<file path="config.mk">
export PLATFORM = sky130hd
export DESIGN_NAME = pmod_pwm_driver
export DESIGN_NICKNAME = d
export VERILOG_FILES = /design/src/rtl/pmod_pwm_pkg.sv /design/src/rtl/pmod_pwm_driver_timebase.sv /design/src/rtl/pmod_pwm_driver.sv
export SDC_FILE = /design/constraint.sdc
export NUM_CORES = 1
export LEC_CHECK = 0
export CORE_ASPECT_RATIO = 0.9
export CORE_MARGIN = 2
export CORE_UTILIZATION = 63
export CTS_CLUSTER_SIZE = 30
export DETAILED_ROUTE_END_ITERATION = 6
export HOLD_SLACK_MARGIN = 0.15
export PLACE_DENSITY = 0.8
export SLEW_MARGIN = 20
export SYNTH_ARGS = -nofsm -noshare
export SYNTH_HDL_FRONTEND = slang
export SYNTH_SLANG_ARGS = --single-unit
</file>
<file path="constraint.sdc">
create_clock -name CLK_48 -period 3.3 [get_ports CLK_48]
set_input_delay 0.825 -clock CLK_48 [delete_from_list [all_inputs] [get_ports CLK_48]]
set_output_delay 0.825 -clock CLK_48 [all_outputs]
set_load 0.01 [all_outputs]
</file>
<file path="src/rtl/pmod_pwm_pkg.sv">
// Shared constants for the PMOD PWM driver and the board top levels that consume PWM_OUT.
package pmod_pwm_pkg;

  localparam int PWM_BITS_DEF = 8;
  localparam int CHAN_W       = 5;

  typedef enum logic {
    ST_IDLE    = 1'b0,
    ST_PENDING = 1'b1
  } commit_state_e;

  // PWM_OUT bit index for each PMOD signal pin (pins 5/6/11/12 are power)
  localparam int PIN_A1 = 0,  PIN_A2 = 1,  PIN_A3 = 2,  PIN_A4 = 3;
  localparam int PIN_A7 = 4,  PIN_A8 = 5,  PIN_A9 = 6,  PIN_A10 = 7;
  localparam int PIN_B1 = 8,  PIN_B2 = 9,  PIN_B3 = 10, PIN_B4 = 11;
  localparam int PIN_B7 = 12, PIN_B8 = 13, PIN_B9 = 14, PIN_B10 = 15;
  localparam int PIN_C1 = 16, PIN_C2 = 17, PIN_C3 = 18, PIN_C4 = 19;
  localparam int PIN_C7 = 20, PIN_C8 = 21, PIN_C9 = 22, PIN_C10 = 23;
  localparam int PIN_D1 = 24, PIN_D2 = 25, PIN_D3 = 26, PIN_D4 = 27;
  localparam int PIN_D7 = 28, PIN_D8 = 29, PIN_D9 = 30, PIN_D10 = 31;

endpackage

</file>
<file path="src/rtl/pmod_pwm_driver_timebase.sv">
// PWM timebase: prescaler feeding a free-running period counter; flags tick and period wrap.
module pwm_timebase
  import pmod_pwm_pkg::*;
#(
  parameter int PRESCALE = 188,
  parameter int PWM_BITS = PWM_BITS_DEF
) (
  input  logic                clk,
  input  logic                rst,
  output logic [PWM_BITS-1:0] pwm_cnt,
  output logic                tick,
  output logic                wrap
);

  localparam int PRE_W = (PRESCALE > 1) ? $clog2(PRESCALE) : 1;
  localparam logic [PRE_W-1:0] PRE_LAST = PRE_W'(PRESCALE - 1);

  logic [PRE_W-1:0]    pre_q, pre_d;
  logic [PWM_BITS-1:0] cnt_q, cnt_d;

  always_comb begin
    tick  = (pre_q == PRE_LAST);
    wrap  = tick && (cnt_q == '1);
    pre_d = tick ? '0 : pre_q + PRE_W'(1);
    cnt_d = tick ? cnt_q + PWM_BITS'(1) : cnt_q;
  end

  always_ff @(posedge clk) begin
    if (rst) begin
      pre_q <= '0;
      cnt_q <= '0;
    end else begin
      pre_q <= pre_d;
      cnt_q <= cnt_d;
    end
  end

  assign pwm_cnt = cnt_q;

endmodule

</file>
<file path="src/rtl/pmod_pwm_driver.sv">
// 32-channel PWM driver: shadow/active duty banks swapped only on a period wrap.
//  state      | meaning
//  ST_IDLE    | no commit outstanding, writes accepted
//  ST_PENDING | commit requested, waiting for next wrap to copy shadow -> active
module pmod_pwm_driver
  import pmod_pwm_pkg::*;
#(
  parameter int CHANNELS = 32,
  parameter int PWM_BITS = PWM_BITS_DEF,
  parameter int PRESCALE = 188
) (
  input  logic                CLK_48,
  input  logic                RST,
  input  logic                WR_VALID,
  output logic                WR_READY,
  input  logic [CHAN_W-1:0]   WR_CHAN,
  input  logic [PWM_BITS-1:0] WR_DUTY,
  input  logic                COMMIT,
  output logic                BUSY,
  output logic                FRAME_STROBE,
  output logic [CHANNELS-1:0] PWM_OUT
);

  commit_state_e       state_q, state_d;
  logic                rst_d_q;
  logic                strobe_q;
  logic [CHANNELS-1:0] pwm_q, pwm_d;
  logic [PWM_BITS-1:0] shadow_q [CHANNELS];
  logic [PWM_BITS-1:0] shadow_d [CHANNELS];
  logic [PWM_BITS-1:0] active_q [CHANNELS];
  logic [PWM_BITS-1:0] active_d [CHANNELS];
  logic [PWM_BITS-1:0] pwm_cnt;
  logic                tick;
  logic                wrap;
  logic                wr_fire;
  logic                swap;

  pwm_timebase #(
    .PRESCALE (PRESCALE),
    .PWM_BITS (PWM_BITS)
  ) u_timebase (
    .clk     (CLK_48),
    .rst     (RST),
    .pwm_cnt (pwm_cnt),
    .tick    (tick),
    .wrap    (wrap)
  );

  assign BUSY         = (state_q == ST_PENDING);
  assign WR_READY     = ~BUSY & ~rst_d_q & ~RST;
  assign wr_fire      = WR_VALID & WR_READY;
  assign FRAME_STROBE = strobe_q;
  assign PWM_OUT      = pwm_q;

  always_comb begin
    state_d = state_q;
    swap    = 1'b0;
    case (state_q)
      ST_IDLE: begin
        // a commit landing on a wrap cycle waits for the following wrap
        if (COMMIT) state_d = ST_PENDING;
      end
      ST_PENDING: begin
        if (wrap) begin
          swap    = 1'b1;
          state_d = ST_IDLE;
        end
      end
      default: state_d = ST_IDLE;
    endcase
  end

  always_comb begin
    shadow_d = shadow_q;
    active_d = active_q;
    // out-of-range channels complete the handshake but match no entry
    for (int i = 0; i < CHANNELS; i++) begin
      if (wr_fire && (WR_CHAN == CHAN_W'(i))) shadow_d[i] = WR_DUTY;
    end
    if (swap) active_d = shadow_q;
    for (int i = 0; i < CHANNELS; i++) begin
      pwm_d[i] = (active_q[i] == '1) || (pwm_cnt < active_q[i]);
    end
  end

  always_ff @(posedge CLK_48) begin
    if (RST) begin
      state_q  <= ST_IDLE;
      rst_d_q  <= 1'b1;
      strobe_q <= 1'b0;
      pwm_q    <= '0;
      for (int i = 0; i < CHANNELS; i++) begin
        shadow_q[i] <= '0;
        active_q[i] <= '0;
      end
    end else begin
      state_q  <= state_d;
      rst_d_q  <= 1'b0;
      strobe_q <= wrap;
      pwm_q    <= pwm_d;
      shadow_q <= shadow_d;
      active_q <= active_d;
    end
  end

endmodule

</file>
# Word-level counts from Yosys, hierarchy flattened
# Cells that the tools add are included.
# classes
add_sub_neg	2
magnitude_cmp	32
n_eq_ne	65
muxes	6
bitwise	6
n_reduce_logical	67
# ops
operator	n
8-bit == test (second input constant)	34
8-bit less-than comparator	32
5-bit == test (second input constant)	16
5-bit by 4-bit == test with 1-bit output (second input constant)	8
1-bit logical AND	33
1-bit logical OR	32
5-bit by 3-bit == test with 1-bit output (second input constant)	4
8-bit by 1-bit adder with 8-bit output (second input constant)	2
5-bit by 2-bit == test with 1-bit output (second input constant)	2
5-bit by 1-bit == test with 1-bit output (second input constant)	1
5-bit logical NOT	1
1-bit 2-to-1 mux	5
1-bit bitwise AND	3
1-bit NOT	3
1-bit one-hot mux with 2 select lines	1
2-bit OR reduction	1
# word_totals
register_bits	563
inputBits	17
output_inout_bits	35
word_cells	248

# Logic depth before layout (Yosys ltp)
# Gate-level depths: netlist of run 1.
# depth
ltp_word	5
ltp_mapped	8
ltp_nobuf	6

# Modules after synthesis
# From an unflattened synthesis of run 1, not the netlist that was laid out.
# hier_totals
hier_cells	3044
hier_area_um2	25857.3
# modules_own_cells
mod	n_inst	cells_per_inst	area_each_um2	seq_area_each_um2
pmod_pwm_driver	1	2961	25137.9	10950.5
pwm_timebase	1	83	719.4	320.3

# Least setup slack after synthesis of run 1
# OpenSTA, ideal clock, no wires.
# synth_path
path_type	input-to-output
start	in RST
end	out WR_READY
t_arrival_ns	1.978
required_ns	2.475
path_slack_ns	0.497
stages	5
path_buffers	4
cell_sequence	clkbuf_1 clkbuf_1 clkbuf_1 clkbuf_1 nor3_1
# synth_via
elab_chain_len	2
# synth_lines
element	line	source
start, declared	pmod_pwm_driver.sv:13	input logic RST,
1-bit NOT	pmod_pwm_driver.sv:50	assign WR_READY = ~BUSY & ~rst_d_q & ~RST;
1-bit bitwise AND	pmod_pwm_driver.sv:50	
end, declared	pmod_pwm_driver.sv:15	output logic WR_READY,
# No other way between the ends.

# Final worst setup path of run 1
# layout_path
start	in WR_VALID
end	reg shadow_q[203] in the netlist's numbering
# layout_via
elab_chain_len	2
# layout_lines
element	line	source
start, declared	pmod_pwm_driver.sv:14	input logic WR_VALID,
1-bit bitwise AND	pmod_pwm_driver.sv:51	assign wr_fire = WR_VALID & WR_READY;
1-bit logical AND	pmod_pwm_driver.sv:78	if (wr_fire && (WR_CHAN == CHAN_W'(i))) shadow_d[i] = WR_DUTY;
end signal, assigned	pmod_pwm_driver.sv:101	shadow_q <= shadow_d;
end, declared	pmod_pwm_driver.sv:28	logic [PWM_BITS-1:0] shadow_q [CHANNELS];
# No other way between the ends.
# A chain may end at the register's enable or synchronous reset.

==> results of run 1 <==
worst max-delay path, delay by kind of cell:
family	cells	cell delay (ps)
AND/OR/NAND/NOR	3	1110
buffers and inverters	3	1000
multiplexers	1	220
cells in the mapped netlist (all sizes together):
library cell | count | area (um^2)
clkinv | 1 | 3.75
a211oi | 32 | 240
or3b | 2 | 17.5
nand4 | 99 | 619
or2 | 30 | 188
xnor2 | 8 | 70.1
a2111oi | 32 | 280
or3 | 11 | 68.8
clkbuf | 110 | 413
nor4 | 19 | 270
inv | 228 | 856
a31o | 1 | 8.76
o41ai | 32 | 280
nand3 | 6 | 30.0
nor2 | 136 | 556
or4b | 1 | 10.0
nand2b | 557 | 3480
nand2 | 62 | 233
nand4bb | 1 | 11.3
o21ai | 94 | 470
or4 | 1 | 7.51
mux2i | 457 | 4570
dfxtp | 563 | 11300
ha | 226 | 2830
nor3 | 46 | 240
a21oi | 27 | 135
xor2 | 4 | 35.0
buf | 44 | 307
nand3b | 1 | 7.51
per-stage QoR:
| stage | worst slack (ps) | utilization | instance area, um^2 | hold WS, ps |
|---|---|---|---|---|
| 2_1_floorplan | 497 | - | 27500 | 418 |
| 3_3_place_gp | 97.6 | 0.671 | 28900 | 429 |
| 3_5_place_dp | 0.585 | 0.671 | 28900 | 438 |
| 4_1_cts | 637 | 0.714 | 30800 | 450 |
| 5_1_grt | 543 | 0.714 | 30800 | 471 |
| 6_report | 588 | 0.714 | 30800 | 450 |
power by group:
group          internal (mW)  leakage [nW]  switching [mW]
combinational          0.169          6.27           0.269
sequential              6.81          4.54         0.00635
clock                   3.86         0.930            2.66
total                   10.8          11.7            2.94
worst paths after layout:
path                             startpoint                             end  slack, ps
max                                WR_VALID      shadow_q[203]$_SDFFE_PP0P_        590
min          u_timebase.pre_q[0]$_SDFF_PP0_  u_timebase.pre_q[0]$_SDFF_PP0_        450
max reg2reg  u_timebase.pre_q[0]$_SDFF_PP0_      active_q[243]$_SDFFE_PP0P_        700
min reg2reg  u_timebase.pre_q[0]$_SDFF_PP0_  u_timebase.pre_q[0]$_SDFF_PP0_        450
layer usage:
metal  track usage  wire [um]  up-vias
li1              -          -     9732
met1         0.392      29800     9698
met2         0.496      31300      511
met3        0.0474       3750      158
met4         0.122       2460        2
met5             0         13        -
registers in the layout, indices dropped and copies added (netlist names):
signal	count
active_q	256
shadow_q	256
PWM_OUT	32
u_timebase.pre_q	8
u_timebase.pwm_cnt	8
BUSY	1
FRAME_STROBE	1
rst_d_q	1
cell families (layout without fill, tap and decap cells):
kind of cell	after synthesis	count (layout)	synth area share
AO/OA/AOI/OAI	218	218	0.0514
multiplexers	457	457	0.166
XOR/XNOR	12	12	0.00382
other	0	1	0
AND/OR/NAND/NOR	972	972	0.209
adder cells (fa/ha/maj)	226	226	0.103
buffers and inverters	383	464	0.0574
flip-flops	563	563	0.410
area by class of cell:
type,count,area [um^2]
inverter,229,860
timing repair buffer,137,1340
tap,555,694
fill,3143,12300
multi-input combinational,1885,14700
antenna,1,2.50
sequential,563,11300
clock inverter,23,277
clock buffer,75,1600
==> results.txt, run 1 <==
outcome = finished clean
Worst Path Max Fanout = 11
CP Launch Type = input pin
Worst Hold Path Cells = 1
Num CTS Buffers = 56
largest net degree at the start of global routing = 240
final routed DRC violation total = 0
Starting Density = 0.639
Critical Path, Cell by Cell = clkdlybuf4s50_1, or4b_2, buf_4, nor4_4, buf_4, mux2i_1, nor2_1
Crit. End Element = register
RePlAce Congestion = 0.836
Placed Cells = 3,369
die area = 45,400 um^2
via count = 20.1k
maximum VDD drop = 0.467 mV
clock sink count = 563
Avg Vias per Cell = 5.80
WP data required = 3760 ps
DRT antenna net count = 0
Slew Viols, Final = 0
clock latency on the worst-skew pair = 610 ps
Worst Path Arrival = 3170 ps
Detailed Route WL = 67,300 um
critical path's most frequent cell = buf_4
Core Footprint = 43,100 um^2
LEAKAGE = 11.7 nW
Clock Path Buffers = 3
most common cell after layout, fill and taps aside = nand2b_1
sequential share of the synthesized area = 0.410
Mapped Nets = 3,074
CTS resizes = 0
H-Tree Depth = 2
Mapped Area = 27,500 um^2
Crit-path slowest cell = or4b_2
Crit Path Class = in -> reg
r2r worst-path depth = 6
IO buf count = 51
hpwl dp = 42,200 um
Root Buffer = clkbuf_16
CTS tree = built
Final Skew = 17.4 ps
GRT overflow = 0
overall power = 13.8 mW
vias in the first global route = 20.6k
# IOs = 52
synth warn = 0
initial antenna violation count = 1
final hold vios = 0
Max Fclk = 0.369 GHz
share of cells above drive strength 1 = 0.0852
NumNets Final = 3,115
commonest cells after routing, fill and taps aside = nand2b_1 (557), dfxtp_1 (555), mux2i_1 (457)
Yosys reg bits = 563
Initial DRT Pass Iterations = 5
Pwr Density = 448 nW/um^2
RSZ-0062 raised after global routing = no
Iter 0 DRT Violations = 1,497
Worst path max stage delay = 770 ps
max_cap viols = 0
HP Class = reg -> reg
Slew @ Worst Pin = 822 ps
Die X = 224 um
clock slew at reported path FFs = 60 ps
synthesized area per cell = 9.72 um^2
relative slew slack = 0.452
endpoints failing setup = 0
Die Height = 202 um
fin crit period = 2710 ps
CTS Hold Bufs = 0
synth unique cells = 37
postcts setup bufs = 0
setup_tns = 0 ps
crit share post-route = 0.822
first-pass GRT wire length = 108,000 um
row cnt = 72
Total GRT Usage = 0.300
Cells after Synth = 2,831
wire per inst = 19.4 um
fin cells = 3,468
synth-to-layout area growth = 11.8%
No activity file was read; power rests on OpenSTA's default activity.
==> inputs of run 2 (changes only) <==
clock period = 2.8 ns   (was 3.3 ns; I/O delays follow)
==> results.txt, run 2 (synthesized netlist as in run 1, its figures left out) <==
postcts setup bufs = 0 (unchanged)
Iter 0 DRT Violations = 1,438 (was 1,497)
Worst Path Max Fanout = 10 (was 11)
Clock Path Buffers = 3 (unchanged)
# IOs = 52 (unchanged)
Crit. End Element = register (unchanged)
pre-CTS WS = -329 ps (was 0.585 ps)
WP data required = 3260 ps (was 3760 ps)
via count = 20.3k (was 20.1k)
Avg Vias per Cell = 5.83 (was 5.80)
outcome = finished clean (unchanged)
most common cell after layout, fill and taps aside = nand2b_1 (unchanged)
final hold vios = 0 (unchanged)
clock slew at reported path FFs = 60 ps (about the same)
die area = 45,400 um^2 (unchanged)
PnR worst setup slack = 189 ps (was 588 ps)
Root Buffer = clkbuf_16 (unchanged)
Slew Viols, Final = 0 (unchanged)
H-Tree Depth = 2 (unchanged)
NumNets Final = 3,135 (was 3,115)
Initial DRT Pass Iterations = 5 (unchanged)
post-route cell area = 31,100 um^2 (was 30,800 um^2)
Starting Density = 0.639 (unchanged)
initial antenna violation count = 1 (unchanged)
final core occ = 0.723 (was 0.714)
final routed DRC violation total = 0 (unchanged)
Max Fclk = 0.383 GHz
commonest cells after routing, fill and taps aside = nand2b_1 (557), dfxtp_1 (555), mux2i_1 (457) (unchanged)
crit path from = WR_VALID (unchanged)
RSZ-0062 raised after global routing = no (unchanged)
vias in the first global route = 20.6k (about the same)
wire per inst = 19.7 um (was 19.4 um)
Core Footprint = 43,100 um^2 (unchanged)
IO buf count = 51 (unchanged)
endpoints failing setup = 0 (unchanged)
FF-to-FF Start = BUSY$_SDFF_PP0_ (was u_timebase.pre_q[0]$_SDFF_PP0_)
Crit Path Class = in -> reg (unchanged)
clock sink count = 563 (unchanged)
crit share post-route = 0.932
GRT overflow = 0 (unchanged)
Placed Cells = 3,389 (was 3,369)
Worst R2R Setup Slack = 300 ps (was 700 ps)
DRT antenna net count = 0 (unchanged)
Die Height = 202 um (unchanged)
LEAKAGE = 11.9 nW (was 11.7 nW)
HP Class = reg -> reg (unchanged)
hpwl dp = 45,100 um (was 42,200 um)
maximum VDD drop = 0.490 mV (was 0.467 mV)
overall power = 16.7 mW (was 13.8 mW)
Hold Slack = 453 ps (was 450 ps)
fin crit period = 2610 ps
CP Launch Type = input pin (unchanged)
crit path capture = shadow_q[170]$_SDFFE_PP0P_ (was shadow_q[203]$_SDFFE_PP0P_)
first-pass GRT wire length = 109,000 um (was 108,000 um)
largest net degree at the start of global routing = 188 (was 240)
CTS resizes = 0 (unchanged)
CTS Hold Bufs = 0 (unchanged)
CTS tree = built (unchanged)
Num CTS Buffers = 56 (unchanged)
Total GRT Usage = 0.304 (was 0.300)
Pwr Density = 535 nW/um^2 (was 448 nW/um^2)
Slew @ Worst Pin = 762 ps (was 822 ps)
fin cells = 3,490 (was 3,468)
setup_tns = 0 ps (unchanged)
Final Skew = 13.6 ps (was 17.4 ps)
relative slew slack = 0.485 (was 0.452)
row cnt = 72 (unchanged)
r2r worst-path depth = 6 (unchanged)
clock latency on the worst-skew pair = 610 ps (about the same)
post-placement cell area = 29,200 um^2 (was 28,900 um^2)
synth-to-layout area growth = 13.2% (was 11.8%)
max_cap viols = 0 (unchanged)
RR Endpoint = shadow_q[170]$_SDFFE_PP0P_ (was active_q[243]$_SDFFE_PP0P_)
Worst Path Arrival = 3070 ps (was 3170 ps)
share of cells above drive strength 1 = 0.0923 (was 0.0852)
Die X = 224 um (unchanged)
Detailed Route WL = 68,900 um (was 67,300 um)
Ant. Diodes = 0 (was 1)
RePlAce Congestion = 0.869 (was 0.836)
run 2: final cells by class:
class / count / area, um^2
multi-input combinational: 1885 / 14700
fill: 3114 / 11900
timing repair buffer: 157 / 1610
sequential: 563 / 11300
clock buffer: 75 / 1600
clock inverter: 26 / 390
inverter: 229 / 860
tap: 555 / 694
run 2: worst min-delay path by stage:
stage | start | to | cells past startpoint
after CTS | u_timebase.pre_q[0]$_SDFF_PP0_ | u_timebase.pre_q[0]$_SDFF_PP0_ | 1
final | u_timebase.pre_q[0]$_SDFF_PP0_ | u_timebase.pre_q[0]$_SDFF_PP0_ | 1
after global placement | u_timebase.pre_q[0]$_SDFF_PP0_ | u_timebase.pre_q[0]$_SDFF_PP0_ | 1
after detailed placement | u_timebase.pre_q[0]$_SDFF_PP0_ | u_timebase.pre_q[0]$_SDFF_PP0_ | 1
after floorplan | u_timebase.pre_q[0]$_SDFF_PP0_ | u_timebase.pre_q[0]$_SDFF_PP0_ | 1
after global routing | u_timebase.pre_q[0]$_SDFF_PP0_ | u_timebase.pre_q[0]$_SDFF_PP0_ | 1
run 2: where the power goes:
part           switching, mW  internal [mW]
clock network           3.17           4.92
registers            0.00719           8.02
logic                  0.323          0.212
total                   3.50           13.2
run 2: worst max-delay path, cell delays in order:
cell and delay, ps:
clkdlybuf4s50_1 440, or4b_2 770, buf_4 310, nor4_4 280, buf_4 230, mux2i_1 230
nor2_1 80
run 2: routing by layer:
layer,vias up,GRT usage,routed length (um)
li1,9798,-,-
met4,2,0.125,2760
met5,-,0,13
met1,9828,0.397,30700
met2,528,0.503,31600
met3,174,0.0494,3860
